===== config.mk =====
export PLATFORM = sky130hd
export DESIGN_NAME = lane_feedback_mux
export DESIGN_NICKNAME = d
export VERILOG_FILES = /design/src/rtl/lane_feedback_mux.sv
export SDC_FILE = /design/constraint.sdc
export NUM_CORES = 1
export LEC_CHECK = 0
export CELL_PAD_IN_SITES_DETAIL_PLACEMENT = 2
export CELL_PAD_IN_SITES_GLOBAL_PLACEMENT = 2
export CORE_ASPECT_RATIO = 1.2
export CORE_UTILIZATION = 20
export CTS_CLUSTER_DIAMETER = 80
export CTS_CLUSTER_SIZE = 20
export DETAILED_ROUTE_END_ITERATION = 6
export GPL_ROUTABILITY_DRIVEN = 0
export PLACE_DENSITY = 0.72
export SYNTH_ARGS = -nofsm -noshare
export SYNTH_HDL_FRONTEND = slang
export SYNTH_SLANG_ARGS = --single-unit

===== constraint.sdc =====
create_clock -name clk -period 1.65 [get_ports clk]
set_clock_uncertainty 0.05 [all_clocks]
set_input_delay 0.33 -clock clk [delete_from_list [all_inputs] [get_ports clk]]
set_output_delay 0.33 -clock clk [all_outputs]
set_load 0.01 [all_outputs]

===== src/rtl/lane_feedback_mux.sv =====
// WIDTH-lane gate/mux feedback cell: per-lane NOR/XOR/NAND terms, a registered
// select choosing between them, and a saturating count of select changes.
module lane_feedback_mux #(
   parameter int WIDTH   = 8,
   parameter int OUT_REG = 1,
   parameter int CNT_W   = 8
) (
   input  logic             clk,
   input  logic             rst,
   input  logic             en,
   input  logic [1:0]       mode,
   input  logic [WIDTH-1:0] load_val,
   input  logic             clr_cnt,
   input  logic [WIDTH-1:0] a,
   input  logic [WIDTH-1:0] b,
   input  logic [WIDTH-1:0] c,
   input  logic [WIDTH-1:0] d,
   output logic [WIDTH-1:0] f,
   output logic             f_vld,
   output logic [WIDTH-1:0] sel,
   output logic [CNT_W-1:0] chg_cnt
);

   localparam logic [1:0] MODE_FB    = 2'b00;
   localparam logic [1:0] MODE_HOLD  = 2'b01;
   localparam logic [1:0] MODE_LOAD  = 2'b10;
   localparam logic [1:0] MODE_CLEAR = 2'b11;

   localparam logic [CNT_W-1:0] CNT_MAX = '1;

   logic [WIDTH-1:0] h, g, n, f_comb;
   logic [WIDTH-1:0] sel_q, sel_d;
   logic [CNT_W-1:0] cnt_q;

   // Stage p0: lane terms and mux; f_comb only sees the registered select, so no loop
   always_comb begin
      h      = ~(a | b);
      g      = b ^ c;
      n      = ~(c & d);
      f_comb = (sel_q & g) | (~sel_q & h);
   end

   always_comb begin
      sel_d = sel_q;
      case (mode)
         MODE_FB:    sel_d = n | f_comb;
         MODE_HOLD:  sel_d = sel_q;
         MODE_LOAD:  sel_d = load_val;
         MODE_CLEAR: sel_d = '0;
         default:    sel_d = sel_q;
      endcase
   end

   // Stage p1: select and change counter
   always_ff @(posedge clk) begin
      if (rst) begin
         sel_q <= '0;
      end else if (en) begin
         sel_q <= sel_d;
      end
   end

   always_ff @(posedge clk) begin
      if (rst) begin
         cnt_q <= '0;
      end else if (clr_cnt) begin
         cnt_q <= '0;
      end else if (en && (sel_d != sel_q) && (cnt_q != CNT_MAX)) begin
         cnt_q <= cnt_q + CNT_W'(1);
      end
   end

   assign sel     = sel_q;
   assign chg_cnt = cnt_q;

   generate
      if (OUT_REG != 0) begin : gen_oreg
         logic [WIDTH-1:0] f_p1;
         logic             vld_p1;

         always_ff @(posedge clk) begin
            if (rst) begin
               f_p1   <= '0;
               vld_p1 <= 1'b0;
            end else begin
               vld_p1 <= en;
               if (en) begin
                  f_p1 <= f_comb;
               end
            end
         end

         assign f     = f_p1;
         assign f_vld = vld_p1;
      end else begin : gen_ocomb
         assign f     = f_comb;
         assign f_vld = en & ~rst;
      end
   endgenerate

endmodule


# Yosys cells after proc, flatten, opt, wreduce, memory -nomap -nowiden
# Cells that the tools add are included.
op_classes:
  bitwise_logic: 10
  add_sub_neg: 1
  n_mux: 1
  reduce_logical: 4
  eq_ne: 5
ops:
  columns: ["operator", "count"]
  rows:
  - ["8-bit one-hot mux with 4 select lines", 1]
  - ["8-bit bitwise AND", 3]
  - ["8-bit inverter", 3]
  - ["8-bit bitwise OR", 3]
  - ["8-bit by 1-bit adder with 8-bit output, second input constant", 1]
  - ["8-bit inequality test", 1]
  - ["8-bit inequality test, second input constant", 1]
  - ["8-bit XOR", 1]
  - ["2-bit equality test, second input constant", 2]
  - ["2-bit by 1-bit equality test with 1-bit output, second input constant", 1]
  - ["1-bit logical AND", 2]
  - ["2-bit zero test", 1]
  - ["2-bit OR reduction", 1]
totals:
  regBits: 25
  inputBits: 46
  wordCells: 25

# Depth between registers and ports, before layout
# Gate-level depths: netlist of the first run.
logic_depth:
  word_depth: 9
  mapped_depth: 9

# Worst setup path after synthesis of the first run
# No wires, ideal clock.
synth_path:
  path_type: "flip-flop to flip-flop"
  from: "reg sel_q[2], in the netlist sel[2]"
  to: "reg cnt_q[6], in the netlist chg_cnt[6]"
  setup_ns: 0.103
  period_less_slack_ns: 1.833
  path_slack_ns: -0.183
  arrival_ns: 1.680
  path_stages_with_launch: 9
  path_cell_list: "dfxtp_1 nor2b_2 o2111ai_2 mux2i_1 o311a_1 o2111a_2 nand2_4 a21oi_2 a2111oi_2"
synth_between:
  elab_chain_len: 8
  word_cells_on_any_way: 9
  classes_between: "eq/ne (1); mux (1); bitwise (5); reduce/logical (2)"
synth_lines:
  columns: ["item", "line", "text"]
  rows:
  - ["start: declaration", "32", "logic [WIDTH-1:0] sel_q, sel_d;"]
  - ["start signal: assignment", "59", "sel_q <= sel_d;"]
  - ["8-bit inverter", "40", "f_comb = (sel_q & g) | (~sel_q & h);"]
  - ["8-bit bitwise AND", "40", null]
  - ["8-bit bitwise OR", "40", null]
  - ["8-bit bitwise OR", "46", "MODE_FB: sel_d = n | f_comb;"]
  - ["8-bit one-hot mux with 4 select lines", "45", "case (mode)"]
  - ["8-bit inequality test *", "68", "end else if (en && (sel_d != sel_q) && (cnt_q != CNT_MAX)) begin"]
  - ["1-bit logical AND * (2 in series)", "68", null]
  - ["end signal: assignment", "69", "cnt_q <= cnt_q + CNT_W'(1);"]
  - ["end: declaration", "33", "logic [CNT_W-1:0] cnt_q;"]
# Mark *: on every way between the ends. The rest lies on a longest branch, timed or not.
# A chain may end at the register's enable or synchronous reset.

# Final worst setup path of the first run
# Ends and elaborated chain as after synthesis.

==> results of run 1 <==
==> Yosys cell counts, types with 2 or more instances <==
master / count
a22oi_1: 6
nor2b_1: 14
nand3_1: 9
xnor2_1: 2
or3_1: 4
nand2_1: 20
mux2i_1: 9
nand2b_1: 2
inv_1: 5
nor2_1: 40
dfxtp_1: 25
clkbuf_1: 3
o21ai_0: 5
a21boi_0: 3
and2b_1: 2
o2111ai_1: 4
a211oi_1: 8
a21oi_1: 14
nand4_1: 4
nor3_1: 11
xor2_1: 4
==> placed cells by master, fill, tap and decap left out, types with 2 or more instances in the layout <==
cell type | netlist | final
and2b_1 | 2 | 2
dfxtp_1 | 25 | 15
clkbuf_8 | 0 | 3
clkdlybuf4s50_1 | 0 | 35
nor2b_1 | 14 | 8
nor2_2 | 0 | 2
a21boi_1 | 0 | 2
mux2i_1 | 9 | 9
xor2_1 | 4 | 4
buf_4 | 1 | 61
o21ai_0 | 5 | 2
a22oi_1 | 6 | 6
dfxtp_2 | 0 | 6
inv_1 | 5 | 5
a21oi_1 | 14 | 12
nand2_2 | 0 | 3
nor3_1 | 11 | 11
o2111ai_2 | 1 | 4
a21oi_2 | 1 | 3
xnor2_1 | 2 | 2
nand2_1 | 20 | 17
nor2_1 | 40 | 38
nor2b_4 | 0 | 6
dlymetal6s2s_1 | 0 | 7
dfxtp_4 | 0 | 4
or3_1 | 4 | 4
a211oi_1 | 8 | 8
nand4_1 | 4 | 4
nand3_1 | 9 | 8
o21ai_1 | 1 | 3
dlygate4sd2_1 | 0 | 25
nand2b_1 | 2 | 2
==> per-layer routing <==
metal | wire [um] | share of wire (%) | track usage (%)
met1 | 2880 | 41 | 17.6
met3 | 243 | 3.4 | 2.10
met4 | 86 | 1.2 | 3.52
met5 | 0 | 0 | 0
met2 | 3860 | 55 | 32.5
==> power by group <==
part,internal [W],switching [W]
sequential,0.000630,0.0000227
clock,0.000169,0.000218
combinational,0.000310,0.000263
total,0.00111,0.000504
==> final cells by class <==
class / count / area [um^2] / share of cell area, %
well taps: 95 / 119 / 3.82
inverters: 7 / 28.8 / 0.925
flip-flops and latches: 25 / 523 / 16.8
clock buffers: 3 / 41.3 / 1.33
repair buffers: 132 / 1160 / 37.3
multi-input cells: 181 / 1230 / 39.6
clock inverters: 1 / 5.00 / 0.161
==> worst reg2reg max path, cell delays in order (launching register included) <==
cell       delay [ns]
dfxtp_4          0.37
nor2b_4          0.04
o2111ai_4        0.20
mux2i_1          0.23
o311a_1          0.24
o2111a_2         0.28
nand2_4          0.10
a21oi_2          0.21
a2111oi_4        0.04
==> per-stage QoR <==
step / instances / cell area [um^2] / power, W
after global routing: 444 / 3110 / 0.00170
after detailed placement: 430 / 2860 / 0.00121
after global placement: 430 / 2860 / 0.00119
after floorplan: 218 / 1680 / 0.000874
after CTS: 442 / 3040 / 0.00162
final: 444 / 3110 / 0.00161
==> final timing paths <==
kind,startpoint,end,slack [ns],cells after the start
worst max-delay path,sel[2],chg_cnt[6],-0.23,8
worst min-delay path,b[7],f[7],0.42,3
worst max register to register,sel[2],chg_cnt[6],-0.23,8
worst min register to register,f[5],f[5],0.44,2
==> registers in the layout (all words and copies together), names as in the netlist <==
register  flops
f             8
sel           8
f_vld         1
chg_cnt       8
==> cell families (layout without fill, tap and decap cells) <==
group | Yosys count | count (layout)
AO/OA/AOI/OAI | 55 | 55
XOR/XNOR | 6 | 6
adder cells (fa/ha/maj) | 1 | 1
buffers and inverters | 12 | 143
flip-flops | 25 | 25
multiplexers | 9 | 9
AND/OR/NAND/NOR | 110 | 110
==> what timing repair did <==
action / CTS / global route
setup endpoints to repair: 27 / 10
hold buffers: 0 / 0
resized for setup: 55 / 22
pin swaps: 17 / 16
buffers inserted: 8 / 3
gates cloned: 0 / 0
==> impl_metrics.toml, run 1 <==
[clocking]
htreeDepth = 1
ctsRootBufferMaster = "clkbuf_8"
cts_tree = "built"
clock_latency_ns = 0.28
path_clk_slew_ns = 0.10
clock_path_buffers = 2
clkSinkCount = 25
cts_buffers = 3

[timing]
fin_ws_ns = -0.229
slew_headroom_pct = 77.2
grt_setup_unrepaired = "true"
fin_crit_ns = 1.88
slew_viol_final = 0
setup_viol = 9
tightest_slew_ns = 0.340
setup_tns_ns = -1.69
fin_crit_sh_pct = 114
whs_ns = 0.418
max_freq_ghz = 0.532
finalHoldViolations = 0

[yosys]
synth_top_family_by_area = "simple AND/OR/NAND/NOR gates"
synthXorXnorAreaFrac_pct = 3.16
ys_types = 45
seq_area_frac_synth_pct = 30.1
synth.mux.area_fraction_pct = 5.42
yosys_warnings = 0
yosys.area.top_type = "dfxtp_1"
synthesis.nets = 265
yosys.area_share.adder_pct = 0.753
ys.flop_type = "dfxtp_1"
syn_inst = 218
ys_ff_latch = 25
synthDominantCellAreaShare_pct = 30.1
synth.area.top_cells = "dfxtp_1 (30%), nor2_1 (9.0%), mux2i_1 (5.4%)"
synth_compound_area_share_pct = 25.0
syn_area_per_cell_um2 = 7.62
syn-cell-area_um2 = 1660
async_reset_ff_share_pct = 0
synth_edf_count = 0
synth-simple-area-share_pct = 32.0

[placement]
io_buffers = 70
place_hpwl_um = 5280
post-place-ws_ns = -0.836

[floorplanning]
fp.dieW_um = 85.2
ios = 71
die-area_um2 = 8680
die_h_um = 102
initial_core_util_pct = 20.5
fp.coreArea_um2 = 8110
row_count = 36

[routing]
routed_wl_um = 7070
wl_per_cell_um = 15.9
vias = 2169
ant_nets = 0
drt-vias-per-instance = 4.89
drc = 0
drt_iter0_markers = 24
drt_first_pass_iters = 4

[flow_run]
max-cap-violations = 0

[global_routing]
grt_overflow = 0
antenna_found_initial = 0
grt_max_degree = 18
track_usage_pct = 16.1
grt_pass1_vias = 2357
grt_pass1_wl_um = 11100

[critical_path]
cp_data_required_time_ns = 1.76
slowest_stage = "dfxtp_4"
end_kind = "flip-flop"
crit_type = "reg -> reg"
critPathBufInv = 0
crit_arrival_ns = 1.99
cp_cell_sequence = "nor2b_4, o2111ai_4, mux2i_1, o311a_1, o2111a_2, nand2_4, a21oi_2, a2111oi_4"
worst-path-max-fanout = 6
slowest_delay_ns = 0.37
worst_setup_path_start_kind = "flip-flop"
path_delay_family = "compound AO/OA/AOI/OAI gates"

[power]
power_density_nw_per_um2 = 518
peakVddDrop_v = 0.000263
p_leak_nw = 1.40

[layout]
num-fill-cells = 933
antenna_cells = 0
fin_nets = 397
drive_gt1_share_pct = 31.5
area_growth_pct = 87.2
fin_util_pct = 38.4

[status]
status = "complete, but fails checks"
violations = "setup timing"

[hold_path]
min_path_type = "in -> reg"
(Power assumes the default switching activity.)
==> run 2: changes to the inputs <==
--- a/config.mk
+++ b/config.mk
@@ -8,6 +8,7 @@
 export CELL_PAD_IN_SITES_DETAIL_PLACEMENT = 2
 export CELL_PAD_IN_SITES_GLOBAL_PLACEMENT = 2
 export CORE_ASPECT_RATIO = 1.2
+export CORE_MARGIN = 10
 export CORE_UTILIZATION = 20
 export CTS_CLUSTER_DIAMETER = 80
 export CTS_CLUSTER_SIZE = 20
==> run 2 against run 1 <==
Compared with the run above: the flow still finishes with violations (setup timing); cell area fell by 1.5%; core utilization down 0.59 points; register-to-register slack got worse by 0.06 ns; maximum frequency decreased by 3.0%; power is 0.33% lower; global-route usage down 3.7 points; wire length grew 7.4%; first-iteration DRC count up 140%; combinational power fell by 3%; critical endpoint unchanged; largest power group unchanged; highest routed layer unchanged.
==> impl_metrics.toml, run 2 (same netlist as run 1, synthesis figures left out) <==
[status]
status = "complete, but fails checks"
violations = "setup timing"

[routing]
ant_nets = 0
wl_per_cell_um = 17.2
drc = 0
drt_first_pass_iters = 4
drt_iter0_markers = 57
vias = 2142
routed_wl_um = 7600
drt-vias-per-instance = 4.85

[layout]
area_growth_pct = 84.3
drive_gt1_share_pct = 29.7
design_area_um2 = 3060
num-fill-cells = 965
final_common_cell = "buf_4"
fin_nets = 395
layout_common_cells = "buf_4 (60), nor2_1 (39), clkdlybuf4s50_1 (38), dlygate4sd2_1 (23), nand2_1 (18)"
antenna_cells = 0
fin_util_pct = 37.8

[floorplanning]
die_h_um = 120
fp.dieW_um = 103
ios = 71
initial_core_util_pct = 20.5
die-area_um2 = 12400
fp.coreArea_um2 = 8110
row_count = 36

[power]
total_power_w = 0.00161
peakVddDrop_v = 0.000265
p_leak_nw = 1.39
power_density_nw_per_um2 = 525

[clocking]
clock_path_buffers = 2
cts_buffers = 3
cts_tree = "built"
clkSinkCount = 25
clock_latency_ns = 0.28
holdBufCountCts = 0
ctsRootBufferMaster = "clkbuf_8"
htreeDepth = 1
path_clk_slew_ns = 0.11

[critical_path]
crit_type = "reg -> reg"
crit_arrival_ns = 2.08
end_kind = "flip-flop"
worst_setup_path_start_kind = "flip-flop"
worst-path-max-fanout = 6
cp_data_required_time_ns = 1.79
reg2reg_from = "sel[7]"
cp-startpoint = "sel[7]"

[timing]
max_freq_ghz = 0.516
finalHoldViolations = 0
setup_tns_ns = -2.08
fin_crit_sh_pct = 117
slew_viol_final = 0
grt_setup_unrepaired = "true"
slew_headroom_pct = 77.5
fin_crit_ns = 1.94
setup_viol = 9
tightest_slew_ns = 0.337
fin_ws_ns = -0.287

[placement]
place_area_um2 = 2890
place_hpwl_um = 6040
io_buffers = 70
post-place-ws_ns = -0.859

[flow_run]
max-cap-violations = 0

[global_routing]
grt_overflow = 0
antenna_found_initial = 0
grt_max_degree = 18
grt_pass1_vias = 2484
track_usage_pct = 12.3
grt_pass1_wl_um = 12400

[hold_path]
min_path_type = "in -> reg"
hp-start = "c[2]"
## run 2: routing by layer
metal | GRT usage (%) | wire [um]
met1 | 14.3 | 3210
met2 | 22.7 | 4000
met3 | 2.41 | 358
met4 | 2.09 | 31
met5 | 0 | 0
## run 2: layout make-up
class	instances	area, um^2	share of cell area, %
Multi-Input combinational cell	181	1210	39.7
Timing Repair Buffer	130	1130	36.9
Sequential cell	25	520	17.0
Tap cell	95	119	3.88
Clock buffer	3	41.3	1.35
Inverter	7	31.3	1.02
Clock inverter	1	6.26	0.204
## run 2: what timing repair did
action,4_1_cts,5_1_grt
endpoints found under the hold margin,0,0
gates resized for setup,49,22
setup endpoints to repair,28,11
buffers inserted,4,0
pin swaps,15,11
## run 2: final timing paths
path | to | slack, ns | cells past startpoint
max | chg_cnt[6] | -0.29 | 6
min | sel[2] | 0.42 | 4
max reg2reg | chg_cnt[6] | -0.29 | 6
min reg2reg | f[0] | 0.45 | 2
## run 2: power breakdown
part / switching [W] / internal (W)
clock: 0.000227 / 0.000173
combinational: 0.000257 / 0.000297
sequential: 0.0000227 / 0.000630
## run 2: critical path, stage by stage, from the launching register on
cell	delay, ns
dfxtp_4	0.38
a21boi_1	0.13
a2111o_1	0.40
o211ai_2	0.20
o2111a_2	0.29
nand2_4	0.11
a2111oi_4	0.29
## run 2: per-stage QoR
stage | hold slack, ns | cells
after floorplan | 0.351 | 218
after global placement | 0.425 | 434
after detailed placement | 0.441 | 434
after CTS | 0.456 | 442
after global routing | 0.443 | 442
final | 0.416 | 442
